[src/rtl/pipeline_if_stage5.sv]
`default_nettype none
// ============================================================================
// Module   : pipeline_if_stage5
// Brief    : Instruction-fetch stage. Owns the fetch PC and runs a single-
//            outstanding req/gnt/rvalid handshake to instruction memory. It
//            feeds the IF/ID register and honours branch redirects from EXB
//            by killing in-flight or buffered instructions and pulsing flush.
// Options  : IF_MISALIGN_CHK_EN - a misaligned redirect target raises a
//            sticky fetch_misalign and parks the FSM in HALT until reset.
//            When it is undefined, target bits [1:0] are forced to zero.
// Revision : 1.0 - initial release
// ============================================================================
module pipeline_if_stage5 #(
   parameter logic [63:0] RESET_PC = 64'h0000_0000_8000_0000,
   parameter logic [31:0] NOP_INST = 32'h0000_0013
) (
   input  logic        clk,
   input  logic        reset,
   input  logic        stall,
   input  logic        branch_taken_EXB,
   input  logic [63:0] branch_target_EXB,
   output logic        imem_req,
   output logic [63:0] imem_addr,
   input  logic        imem_gnt,
   input  logic        imem_rvalid,
   input  logic [31:0] imem_rdata,
   output logic [63:0] pc_IF,
   output logic [31:0] inst_IF,
   output logic        valid_IF,
   output logic        flush_IF,
   output logic        fetch_misalign
);

`ifdef IF_MISALIGN_CHK_EN
   typedef enum logic [1:0] {
      S_REQ  = 2'd0,
      S_WAIT = 2'd1,
      S_HOLD = 2'd2,
      S_HALT = 2'd3
   } state_t;
`else
   typedef enum logic [1:0] {
      S_REQ  = 2'd0,
      S_WAIT = 2'd1,
      S_HOLD = 2'd2
   } state_t;
`endif

   localparam logic [63:0] c_PC_STEP = 64'd4;

   state_t      r_state;
   logic [63:0] r_fetch_pc;
   logic        r_kill;
   logic [63:0] r_skid_pc;
   logic [31:0] r_skid_inst;
   logic [63:0] r_pc_if;
   logic [31:0] r_inst_if;
   logic        r_valid_if;
   logic [63:0] w_target;

`ifdef IF_MISALIGN_CHK_EN
   logic        r_misalign;
   logic        w_misalign;

   // A taken branch to a non-word-aligned address is an error, not a redirect
   assign w_target       = branch_target_EXB;
   assign w_misalign     = branch_taken_EXB & (|branch_target_EXB[1:0]);
   assign fetch_misalign = r_misalign;
`else
   logic        w_unused_lsb;

   // Without the checker the low bits are simply dropped
   assign w_target       = {branch_target_EXB[63:2], 2'b00};
   assign w_unused_lsb   = ^branch_target_EXB[1:0];
   assign fetch_misalign = 1'b0;
`endif

   // Requests only go out from REQ and never while reset is held
   assign imem_req  = (r_state == S_REQ) & reset;
   assign imem_addr = r_fetch_pc;
   assign flush_IF  = branch_taken_EXB;
   assign pc_IF     = r_pc_if;
   assign inst_IF   = r_inst_if;
   assign valid_IF  = r_valid_if;

   // Fetch FSM, fetch PC, skid buffer and IF/ID register
   always_ff @(posedge clk or negedge reset) begin
      if (!reset) begin
         r_state     <= S_REQ;
         r_fetch_pc  <= RESET_PC;
         r_kill      <= 1'b0;
         r_skid_pc   <= 64'd0;
         r_skid_inst <= 32'd0;
         r_pc_if     <= 64'd0;
         r_inst_if   <= NOP_INST;
         r_valid_if  <= 1'b0;
`ifdef IF_MISALIGN_CHK_EN
         r_misalign  <= 1'b0;
`endif
      end else begin
         // Redirect squashes IF/ID even under stall; an unstalled idle cycle
         // leaves a bubble; a stalled cycle keeps the register as it is.
         if (branch_taken_EXB || !stall) begin
            r_valid_if <= 1'b0;
            r_inst_if  <= NOP_INST;
         end

         case (r_state)
            S_REQ: begin
               if (branch_taken_EXB)
                  r_fetch_pc <= w_target;
               if (imem_gnt) begin
                  r_state <= S_WAIT;
                  // Granted request was for the old PC, so its data is dead
                  r_kill  <= branch_taken_EXB;
               end
            end
            S_WAIT: begin
               if (imem_rvalid) begin
                  if (r_kill || branch_taken_EXB) begin
                     r_kill  <= 1'b0;
                     r_state <= S_REQ;
                     if (branch_taken_EXB)
                        r_fetch_pc <= w_target;
                  end else if (!stall) begin
                     r_pc_if    <= r_fetch_pc;
                     r_inst_if  <= imem_rdata;
                     r_valid_if <= 1'b1;
                     r_fetch_pc <= r_fetch_pc + c_PC_STEP;
                     r_state    <= S_REQ;
                  end else begin
                     r_skid_pc   <= r_fetch_pc;
                     r_skid_inst <= imem_rdata;
                     r_state     <= S_HOLD;
                  end
               end else if (branch_taken_EXB) begin
                  // Response still owed; remember to drop it when it lands
                  r_fetch_pc <= w_target;
                  r_kill     <= 1'b1;
               end
            end
            S_HOLD: begin
               if (branch_taken_EXB) begin
                  r_fetch_pc <= w_target;
                  r_state    <= S_REQ;
               end else if (!stall) begin
                  r_pc_if    <= r_skid_pc;
                  r_inst_if  <= r_skid_inst;
                  r_valid_if <= 1'b1;
                  r_fetch_pc <= r_fetch_pc + c_PC_STEP;
                  r_state    <= S_REQ;
               end
            end
`ifdef IF_MISALIGN_CHK_EN
            S_HALT: begin
               r_state <= S_HALT;
            end
`endif
            default: begin
               r_state <= S_REQ;
            end
         endcase

`ifdef IF_MISALIGN_CHK_EN
         // Misaligned redirect overrides everything and parks the stage
         if (w_misalign) begin
            r_misalign <= 1'b1;
            r_valid_if <= 1'b0;
            r_inst_if  <= NOP_INST;
            r_kill     <= 1'b0;
            r_state    <= S_HALT;
         end
`endif
      end
   end

endmodule
`default_nettype wire

[config.mk]
export PLATFORM = sky130hd
export DESIGN_NAME = pipeline_if_stage5
export DESIGN_NICKNAME = d
export VERILOG_FILES = /design/src/rtl/pipeline_if_stage5.sv
export SDC_FILE = /design/constraint.sdc
export NUM_CORES = 1
export LEC_CHECK = 0
export ABC_CLOCK_PERIOD_IN_PS = 5650
export CAP_MARGIN = 15
export CORE_MARGIN = 2
export CORE_UTILIZATION = 60
export DETAILED_ROUTE_END_ITERATION = 8
export DONT_BUFFER_PORTS = 1
export HOLD_SLACK_MARGIN = 0.1
export PLACE_DENSITY = 0.85
export RECOVER_POWER = 100
export SLEW_MARGIN = 20
export SYNTH_ARGS = -nofsm -noshare
export SYNTH_HDL_FRONTEND = slang
export SYNTH_SLANG_ARGS = --single-unit
[constraint.sdc]
create_clock -name clk -period 5.65 [get_ports clk]
set_clock_uncertainty 0.2 [all_clocks]
set_input_delay 0.2825 -clock clk [delete_from_list [all_inputs] [get_ports clk]]
set_output_delay 0.2825 -clock clk [all_outputs]
set_load 0.01 [all_outputs]
==> flow_summary.yaml, run 1 <==
power:
  power_w: 0.008102
  clkPwrFrac_pct: 21.2
  cellPowerDensity_nw_per_um2: 540.1
  ir_worst_vdd_mv: 0.3332
  power_frac_comb_pct: 30.9
  internal-power_w: 0.004779
  power.leakage_nw: 6.277
  p_seq_share_pct: 47.9
  p_sw_share_pct: 41.02
  switchingPower_w: 0.003323
sta:
  fin_crit_sh_pct: 92.06
  finalMaxSlewViolations: 152
  rsz0062_at_grt: "false"
  period_needed_ps: 5202
  fmax_mhz: 192.3
  worst_slew_pin_slew_ps: 2909
  max_slew_margin_pct: -93.95
  setup_viol: 0
  fin_setup_tns_ps: 0
  fin_ws_ps: 448.5
  fin_hold_ws_ps: -739.4
  hold_viol_final: 260
setup_path:
  end_kind: "register"
  crit_family: "buffers and inverters"
  crit_chain: "inv_1 > ha_4 > clkbuf_1 > nor2_1 > o221a_2 > o31ai_1 > a221o_1"
  reg2reg_to: "imem_addr[49]$_DFFE_PN0P_"
  critPathKind: "register to register"
  critPathRequiredTime_ps: 5910
  max_stage_delay_ps: 2100
  cp_max_fo: 40
  path_buf_inv: 2
  r2r_cells: 7
  timing.rr.start: "r_state[0]$_DFFE_PN0P_"
  cp_slowest_cell: "clkbuf_1"
  cp_data_arrival_time_ps: 5460
  rrSetupSlack_ps: 450
  worst_setup_path_start_kind: "register"
  cp.depth: 7
global_routing:
  grt.total_usage_pct: 34.57
  antenna_found_initial: 2
  grt_pass1_vias: 11440
  grt_overflow_total: 0
  grt_start_max_net_pins: 262
  grt_pass1_wl_um: 62040
placement:
  globalplace.congestion: 0.9175
  port_buffers: 0
  dpl.hpwl_um: 24330
  dpl_cell_area_sq_um: 13050
  place_ws_ps: 1826
synthesis:
  synth_warnings: 0
  synthCells: 1279
  synth-edff-count: 0
  ys_seq_area_share_pct: 50.03
  synth.top_cell.area_share_pct: 49.23
  ys.flop_type: "dfrtp_1"
  yosys-top-cells-area: "dfrtp_1 (49%), mux2_2 (8.5%), mux2i_1 (5.1%)"
  synthDistinctLibCells: 75
  synth_area_sq_um: 13010
  ys_ff_latch: 260
  async_flop_share_pct: 100.0
  synth_nets: 1386
  yosysTopAreaCell: "dfrtp_1"
  synth.avg_cell_area_sq_um: 10.17
cells_and_area:
  fin_nets: 1441
  fill_cells: 1429
  seqCellArea_sq_um: 6511
  multi_input_area_sq_um: 5871
  final_area_sq_um: 15000
  final_util_pct: 70.91
  drive_gt1_share_pct: 12.10
  syn2layout_area_growth_pct: 15.26
clock_network:
  h-tree-depth: 1
  clk_latency_ps: 530
  path_clk_slew_ps: 60
  cts_tree: "yes"
  cts-hold-fix-buffers: 117
  cts_num_sinks: 260
  clockBufferDepth: 3
  cts_buffers: 27
  cts_root_buffer: "clkbuf_16"
drt:
  totalWireLength_um: 40110
  drtPass1Iterations: 9
  drc: 0
  avgRoutedWirePerCell_um: 24.71
  viasPerCell: 6.986
  vias: 11340
  ant_nets: 0
  drt-initial-drc-count: 1456
hold_path:
  min_path_type: "primary input to asynchronous set/reset pin"
floorplanning:
  die_h_um: 151.3
  fp-row-count: 53
  io_pins: 266
  coreArea_sq_um: 21150
  die_w_um: 151.3
  initial_core_util_pct: 61.52
  dieArea_sq_um: 22880
outcome:
  status: "finished, violations left"
  violations: "negative hold slack, max-capacitance violations, max-slew violations"
flow_run:
  cap_violations: 5
-- timing repair --
action / in CTS / in global routing
setup buffers: 0 / 0
resized for setup: 0 / 0
hold endpoints to repair: 412 / 260
-- worst reg2reg max path, stage by stage, from the launching register on --
cell and delay, ps:
dfrtp_1 410, inv_1 150, ha_4 610, clkbuf_1 2110
nor2_1 850, o221a_2 550, o31ai_1 70, a221o_1 190
-- final cells by class --
type | instances | share of cell area, %
Multi-Input combinational cell | 870 | 39.14
Timing Repair Buffer | 129 | 8.475
Inverter | 46 | 1.151
Sequential cell | 260 | 43.41
Antenna cell | 1 | 0.01668
Clock inverter | 8 | 0.6340
Tap cell | 275 | 2.294
Clock buffer | 34 | 4.880
-- cells by family (layout without fill, tap and decap cells) --
family / count (synthesis) / in the layout / synth area share, %
other: 1 / 2 / 0.02882
multiplexers: 164 / 164 / 13.56
XOR/XNOR: 5 / 5 / 0.3366
AND/OR/NAND/NOR: 360 / 360 / 14.03
buffers and inverters: 149 / 217 / 4.778
AO/OA/AOI/OAI: 335 / 335 / 16.76
adder cells (fa/ha/maj): 5 / 5 / 0.4807
flip-flops: 260 / 260 / 50.03
-- power groups by stage --
stage / logic (W) / registers, W / clock network, W
final: 0.00250 / 0.00388 / 0.00172
after global routing: 0.00275 / 0.00399 / 0.00181
after CTS: 0.00243 / 0.00384 / 0.00172
after detailed placement: 0.00228 / 0.00387 / 0
after global placement: 0.00215 / 0.00380 / 0
after floorplan: 0.00195 / 0.00344 / 0
-- registers in the layout (all words and copies together) (netlist names) --
| signal | cells |
|---|---|
| r_skid_inst | 32 |
| r_kill | 1 |
| imem_addr | 64 |
| r_state | 2 |
| pc_IF | 64 |
| inst_IF | 32 |
| valid_IF | 1 |
| r_skid_pc | 64 |
-- per-stage QoR --
| stage | std cells | hold WS, ps |
|---|---|---|
| 6_report | 1623 | -739.4 |
| 5_1_grt | 1623 | -757.4 |
| 4_1_cts | 1622 | -755.9 |
| 3_5_place_dp | 1463 | -203.1 |
| 3_3_place_gp | 1463 | -205.1 |
| 2_1_floorplan | 1279 | -213.1 |
-- how the worst max path moves through the flow --
stage / from / end
global placement: r_state[1]$_DFFE_PN0P_ / imem_addr[56]$_DFFE_PN0P_
global route: r_state[0]$_DFFE_PN0P_ / imem_addr[49]$_DFFE_PN0P_
finish: r_state[0]$_DFFE_PN0P_ / imem_addr[49]$_DFFE_PN0P_
CTS: r_state[1]$_DFFE_PN0P_ / imem_addr[12]$_DFFE_PN0P_
floorplan: r_state[1]$_DFFE_PN0P_ / r_skid_inst[10]$_DFFE_PN0P_
detailed placement: r_state[1]$_DFFE_PN0P_ / imem_addr[27]$_DFFE_PN0P_
-- cell usage after synthesis (all sizes together), types with 4 or more instances --
cell type,count
a21o,5
a21oi,115
a221o,5
a222oi,28
a22oi,18
a31oi,22
a32oi,7
and2,6
and3,16
and4,4
buf,34
clkbuf,69
dfrtp,256
dfstp,4
ha,5
inv,45
mux2,98
mux2i,66
nand2,62
nand2b,13
nand3,45
nand4,26
nor2,121
nor3,27
nor4,17
o211ai,6
o21a,6
o21ai,68
o221ai,11
o22a,4
o22ai,5
o311ai,6
or2,4
or3,6
-- cell usage in the layout (no fill, tap or decap), drive strengths merged, types with 4 or more instances in the layout --
cell / Yosys / routed
and3: 16 / 16
a222oi: 28 / 28
and4: 4 / 4
inv: 45 / 45
nor4: 17 / 17
clkinv: 1 / 5
or3: 6 / 6
and2: 6 / 6
nor3: 27 / 27
a221o: 5 / 5
nand4: 26 / 26
a21oi: 115 / 115
mux2i: 66 / 66
a32oi: 7 / 7
o22ai: 5 / 5
buf: 34 / 10
or2: 4 / 4
clkbuf: 69 / 37
o22a: 4 / 4
o311ai: 6 / 6
o211ai: 6 / 6
ha: 5 / 5
nand2: 62 / 62
nand3: 45 / 45
o21a: 6 / 6
o21ai: 68 / 68
a22oi: 18 / 18
nor2: 121 / 121
a21o: 5 / 5
dfrtp: 256 / 256
o221ai: 11 / 11
mux2: 98 / 98
a31oi: 22 / 22
dlygate4sd3: 0 / 116
dfstp: 4 / 4
nand2b: 13 / 13
-- layer usage --
layer  routed length (um)  track usage, %  vias up
met4                 2037           15.98        2
met3                 4721           10.45      194
met1                14220           42.42     5526
li1                     -               -     4808
met5                   13               0        -
met2                19110           56.24      808
Note: power is estimated with default switching activity, not from simulation.
==> run 2: changes to the inputs <==
--- a/config.mk
+++ b/config.mk
@@ -9,6 +9,7 @@
 export CAP_MARGIN = 15
 export CORE_MARGIN = 2
 export CORE_UTILIZATION = 60
+export CTS_BUF_LIST = sky130_fd_sc_hd__clkbuf_4 sky130_fd_sc_hd__clkbuf_8 sky130_fd_sc_hd__clkbuf_16
 export DETAILED_ROUTE_END_ITERATION = 8
 export DONT_BUFFER_PORTS = 1
 export HOLD_SLACK_MARGIN = 0.1
==> flow_summary.yaml, run 2 (synthesized netlist as in run 1, its figures left out) <==
floorplanning:
  dieArea_sq_um: 22880
  die_w_um: 151.3
  initial_core_util_pct: 61.52
  coreArea_sq_um: 21150
  die_h_um: 151.3
  io_pins: 266
  fp-row-count: 53
drt:
  drtPass1Iterations: 6
  vias: 11340
  viasPerCell: 6.990
  drc: 0
  totalWireLength_um: 40270
  drt-initial-drc-count: 1416
  ant_nets: 0
  avgRoutedWirePerCell_um: 24.81
global_routing:
  grt_start_max_net_pins: 262
  grt_pass1_vias: 11470
  grt_pass1_wl_um: 62170
  antenna_found_initial: 2
  grt.total_usage_pct: 34.71
  grt_overflow_total: 0
setup_path:
  rrSetupSlack_ps: 470
  r2r_cells: 7
  max_stage_delay_ps: 2080
  critPathRequiredTime_ps: 5910
  critPathKind: "register to register"
  reg2reg_to: "imem_addr[49]$_DFFE_PN0P_"
  path_buf_inv: 2
  end_kind: "register"
  timing.rr.start: "r_state[0]$_DFFE_PN0P_"
  crit_family: "buffers and inverters"
  cp_data_arrival_time_ps: 5440
  cp_max_fo: 40
  cp-startpoint: "r_state[0]$_DFFE_PN0P_"
  cp_slowest_cell: "clkbuf_1"
  worst_setup_path_start_kind: "register"
  crit_chain: "inv_1 > ha_4 > clkbuf_1 > nor2_1 > o221a_2 > o31ai_1 > a221o_1"
cells_and_area:
  syn2layout_area_growth_pct: 15.35
  final_common_cell: "dfrtp_1"
  drive_gt1_share_pct: 12.25
  fin_nets: 1441
  fin_cells: 1623
  mostFrequentLayoutCells: "dfrtp_1 (256), nor2_1 (121), dlygate4sd3_1 (116)"
sta:
  period_needed_ps: 5180
  fmax_mhz: 193.1
  fin_setup_tns_ps: 0
  setup_viol: 0
  finalMaxSlewViolations: 152
  fin_hold_ws_ps: -741.7
  hold_viol_final: 260
  fin_crit_sh_pct: 91.67
  max_slew_margin_pct: -91.92
  worst_slew_pin_slew_ps: 2879
  rsz0062_at_grt: "false"
power:
  power.leakage_nw: 6.292
  cellPowerDensity_nw_per_um2: 541.8
  ir_worst_vdd_mv: 0.3606
placement:
  port_buffers: 0
  dpl.hpwl_um: 24330
  dp_cells: 1463
  globalplace.congestion: 0.9175
flow_run:
  cap_violations: 5
outcome:
  status: "finished, violations left"
  violations: "negative hold slack, max-capacitance violations, max-slew violations"
clock_network:
  cts_setup_buffers: 0
  postCtsResizedCells: 0
  cts_num_sinks: 260
  cts_buffers: 27
  cts_root_buffer: "clkbuf_16"
  cts_tree: "yes"
  cts-hold-fix-buffers: 117
  clockBufferDepth: 3
  path_clk_slew_ps: 60
  clk_latency_ps: 530
  h-tree-depth: 1
hold_path:
  min_path_type: "primary input to asynchronous set/reset pin"
## run 2: cell type report
cell class / count / area (sq um)
tap: 275 / 344.1
multi-input combinational: 870 / 5871
sequential: 260 / 6511
timing repair buffer: 129 / 1269
fill: 1431 / 6142
inverter: 46 / 172.7
clock buffer: 34 / 747.0
antenna: 1 / 2.502
clock inverter: 8 / 95.09
## run 2: layer usage
layer	track usage (%)	vias up	share of wire, %
li1	-	4820	-
met1	42.51	5513	35
met2	56.22	817	48
met3	10.57	192	12
met4	16.59	2	5.1
met5	0	-	0.032
## run 2: worst max-delay path by stage
stage	cells after the start	slack, ps	end
4_1_cts	11	830	imem_addr[12]$_DFFE_PN0P_
2_1_floorplan	8	3160	r_skid_inst[10]$_DFFE_PN0P_
3_5_place_dp	9	1830	imem_addr[27]$_DFFE_PN0P_
5_1_grt	6	220	r_skid_pc[27]$_DFFE_PN0P_
6_report	7	470	imem_addr[49]$_DFFE_PN0P_
3_3_place_gp	9	1910	imem_addr[56]$_DFFE_PN0P_
## run 2: stage by stage
step,hold WS (ps),worst slack [ps],utilization (%),area (sq um),power [W]
after global placement,-205.1,1912,61.70,13050,0.005942
after global routing,-757.4,218.4,70.96,15010,0.008573
final,-741.7,470.5,70.96,15010,0.008133
after floorplan,-213.1,3163,-,13010,0.005394
after CTS,-757.1,834.7,71.26,15070,0.008025
after detailed placement,-203.1,1826,61.70,13050,0.006144
## run 2: power by group
group          total [W]  internal [W]  switching, W  leakage [nW]
Sequential       0.00388       0.00267       0.00121          3.25
Combinational    0.00251       0.00111       0.00140          2.62
Clock            0.00174       0.00101      0.000728         0.417
Total            0.00813       0.00480       0.00333          6.29
==> run 3: changes to the inputs <==
--- a/config.mk
+++ b/config.mk
@@ -5,10 +5,10 @@
 export SDC_FILE = /design/constraint.sdc
 export NUM_CORES = 1
 export LEC_CHECK = 0
-export ABC_CLOCK_PERIOD_IN_PS = 5650
+export ABC_CLOCK_PERIOD_IN_PS = 4400
 export CAP_MARGIN = 15
 export CORE_MARGIN = 2
-export CORE_UTILIZATION = 60
+export CORE_UTILIZATION = 58
 export CTS_BUF_LIST = sky130_fd_sc_hd__clkbuf_4 sky130_fd_sc_hd__clkbuf_8 sky130_fd_sc_hd__clkbuf_16
 export DETAILED_ROUTE_END_ITERATION = 8
 export DONT_BUFFER_PORTS = 1
==> constraint.sdc (replaced) <==
create_clock -name clk -period 4.4 [get_ports clk]
set_clock_uncertainty 0.2 [all_clocks]
set_input_delay 0.22 -clock clk [delete_from_list [all_inputs] [get_ports clk]]
set_output_delay 0.22 -clock clk [all_outputs]
set_load 0.01 [all_outputs]
==> flow_summary.yaml, run 3 (synthesized netlist as in run 1, its figures left out) <==
outcome:
  status: "finished, violations left"
  violations: "negative hold slack, max-capacitance violations, max-slew violations"
global_routing:
  grt.total_usage_pct: 33.40
  grt_use_met3_pct: 8.963
  antenna_found_initial: 4
  grt.busiest_layer: "met2"
  gr-usage-met2_pct: 54.10
  grt_pass1_wl_um: 63910
  grt_pass1_vias: 11520
  use_met1_pct: 42.93
  grt_start_max_net_pins: 262
  grt_overflow_total: 0
setup_path:
  end_kind: "register"
  cp_slowest_cell: "dlygate4sd3_1"
  crit_family: "buffers and inverters"
  max_stage_delay_ps: 620
  critPathRequiredTime_ps: 4670
  cpMostUsedCell: "dlygate4sd3_1"
  cp_data_arrival_time_ps: 4500
  timing.rr.start: "r_state[0]$_DFFE_PN0P_"
  cp_max_fo: 28
  critPathKind: "register to register"
  r2r_cells: 10
  crit_chain: "inv_1 > ha_4 > nor2_1 > nand2_1 > clkbuf_1 > and2_2 > a21oi_1 > dlygate4sd3_1 > o2bb2ai_1 > dlygate4sd3_1"
  worst_setup_path_start_kind: "register"
  rrSetupSlack_ps: 170
  reg2reg_to: "imem_addr[12]$_DFFE_PN0P_"
  path_buf_inv: 4
sta:
  fin_crit_sh_pct: 96.22
  rsz0062_at_grt: "false"
  fin_setup_tns_ps: 0
  finalMaxSlewViolations: 57
  fmax_mhz: 236.2
  worst_slew_pin_slew_ps: 1548
  max_slew_margin_pct: -3.181
  hold_viol_final: 260
  period_needed_ps: 4234
  fin_ws_ps: 166.3
  setup_viol: 0
  fin_hold_ws_ps: -815.6
floorplanning:
  dieArea_sq_um: 23650
  fp-row-count: 54
  coreArea_sq_um: 21890
  initial_core_util_pct: 59.45
  die_w_um: 153.8
  io_pins: 266
  die_h_um: 153.8
cells_and_area:
  fill_cells: 1514
  final_common_cell: "dfrtp_1"
  fin_nets: 1456
  syn2layout_area_growth_pct: 17.60
  drive_gt1_share_pct: 13.49
  mostFrequentLayoutCells: "dfrtp_1 (256), dlygate4sd3_1 (125), nor2_1 (119)"
placement:
  dpl.hpwl_um: 23980
  globalplace.congestion: 0.9469
  place_ws_ps: 917.9
  port_buffers: 0
drt:
  drtPass1Iterations: 9
  drc: 0
  ant_nets: 0
  viasPerCell: 6.918
  totalWireLength_um: 40280
  avgRoutedWirePerCell_um: 24.35
  drt-initial-drc-count: 1525
  vias: 11440
clock_network:
  h-tree-depth: 1
  clk_latency_ps: 540
  cts_root_buffer: "clkbuf_16"
  path_clk_slew_ps: 60
  cts_tree: "yes"
  cts_buffers: 28
  cts_num_sinks: 260
  clockBufferDepth: 3
power:
  power.leakage_nw: 6.415
  ir_worst_vdd_mv: 0.3944
  cellPowerDensity_nw_per_um2: 706.5
hold_path:
  min_path_type: "primary input to asynchronous set/reset pin"
flow_run:
  cap_violations: 1
## run 3: how the worst max path moves through the flow
stage | cells past startpoint | slack (ps) | start | end
6_report | 10 | 170 | r_state[0]$_DFFE_PN0P_ | imem_addr[12]$_DFFE_PN0P_
5_1_grt | 10 | 60 | r_state[0]$_DFFE_PN0P_ | imem_addr[8]$_DFFE_PN0P_
4_1_cts | 10 | 180 | r_state[1]$_DFFE_PN0P_ | imem_addr[7]$_DFFE_PN0P_
3_5_place_dp | 7 | 920 | r_state[1]$_DFFE_PN0P_ | imem_addr[29]$_DFFE_PN0P_
3_3_place_gp | 7 | 1040 | r_state[1]$_DFFE_PN0P_ | imem_addr[58]$_DFFE_PN0P_
2_1_floorplan | 8 | 1910 | r_state[1]$_DFFE_PN0P_ | r_skid_inst[10]$_DFFE_PN0P_
## run 3: cell type report
type	instances	area, sq um	share of cell area, %
repair buffers	143	1379	9.009
inverters	46	172.7	1.128
multi-input cells	870	5884	38.45
clock buffers	41	859.6	5.616
flip-flops and latches	260	6511	42.54
well taps	280	350.3	2.289
diodes	3	7.507	0.04905
clock inverters	11	140.1	0.9156
## run 3: stage by stage
stage	power, W	utilization, %	instances	cell area [sq um]	hold slack [ps]
6_report	0.01081	69.91	1654	15300	-815.6
4_1_cts	0.01066	70.15	1650	15360	-837.7
3_5_place_dp	0.007920	59.82	1473	13100	-269.8
5_1_grt	0.01138	69.91	1654	15300	-837.9
2_1_floorplan	0.006926	-	1279	13010	-275.6
3_3_place_gp	0.007670	59.82	1473	13100	-268.3
## run 3: routing by layer
metal	wire [um]	share of wire, %
met1	14500	36
met2	19030	47
met3	4833	12
met5	16	0.040
met4	1894	4.7
## run 3: what timing repair did
item / 4_1_cts / 5_1_grt
setup endpoints to repair: 0 / 7
endpoints found under the hold margin: 454 / 261
buffers inserted: 0 / 0
hold buffers: 125 / 1
resized for setup: 0 / 2
## run 3: power by group
group          total (W)  internal [W]  switching [W]
Combinational    0.00331       0.00148        0.00183
Sequential       0.00498       0.00343        0.00155
Clock            0.00252       0.00153       0.000991
Total             0.0108       0.00645        0.00437
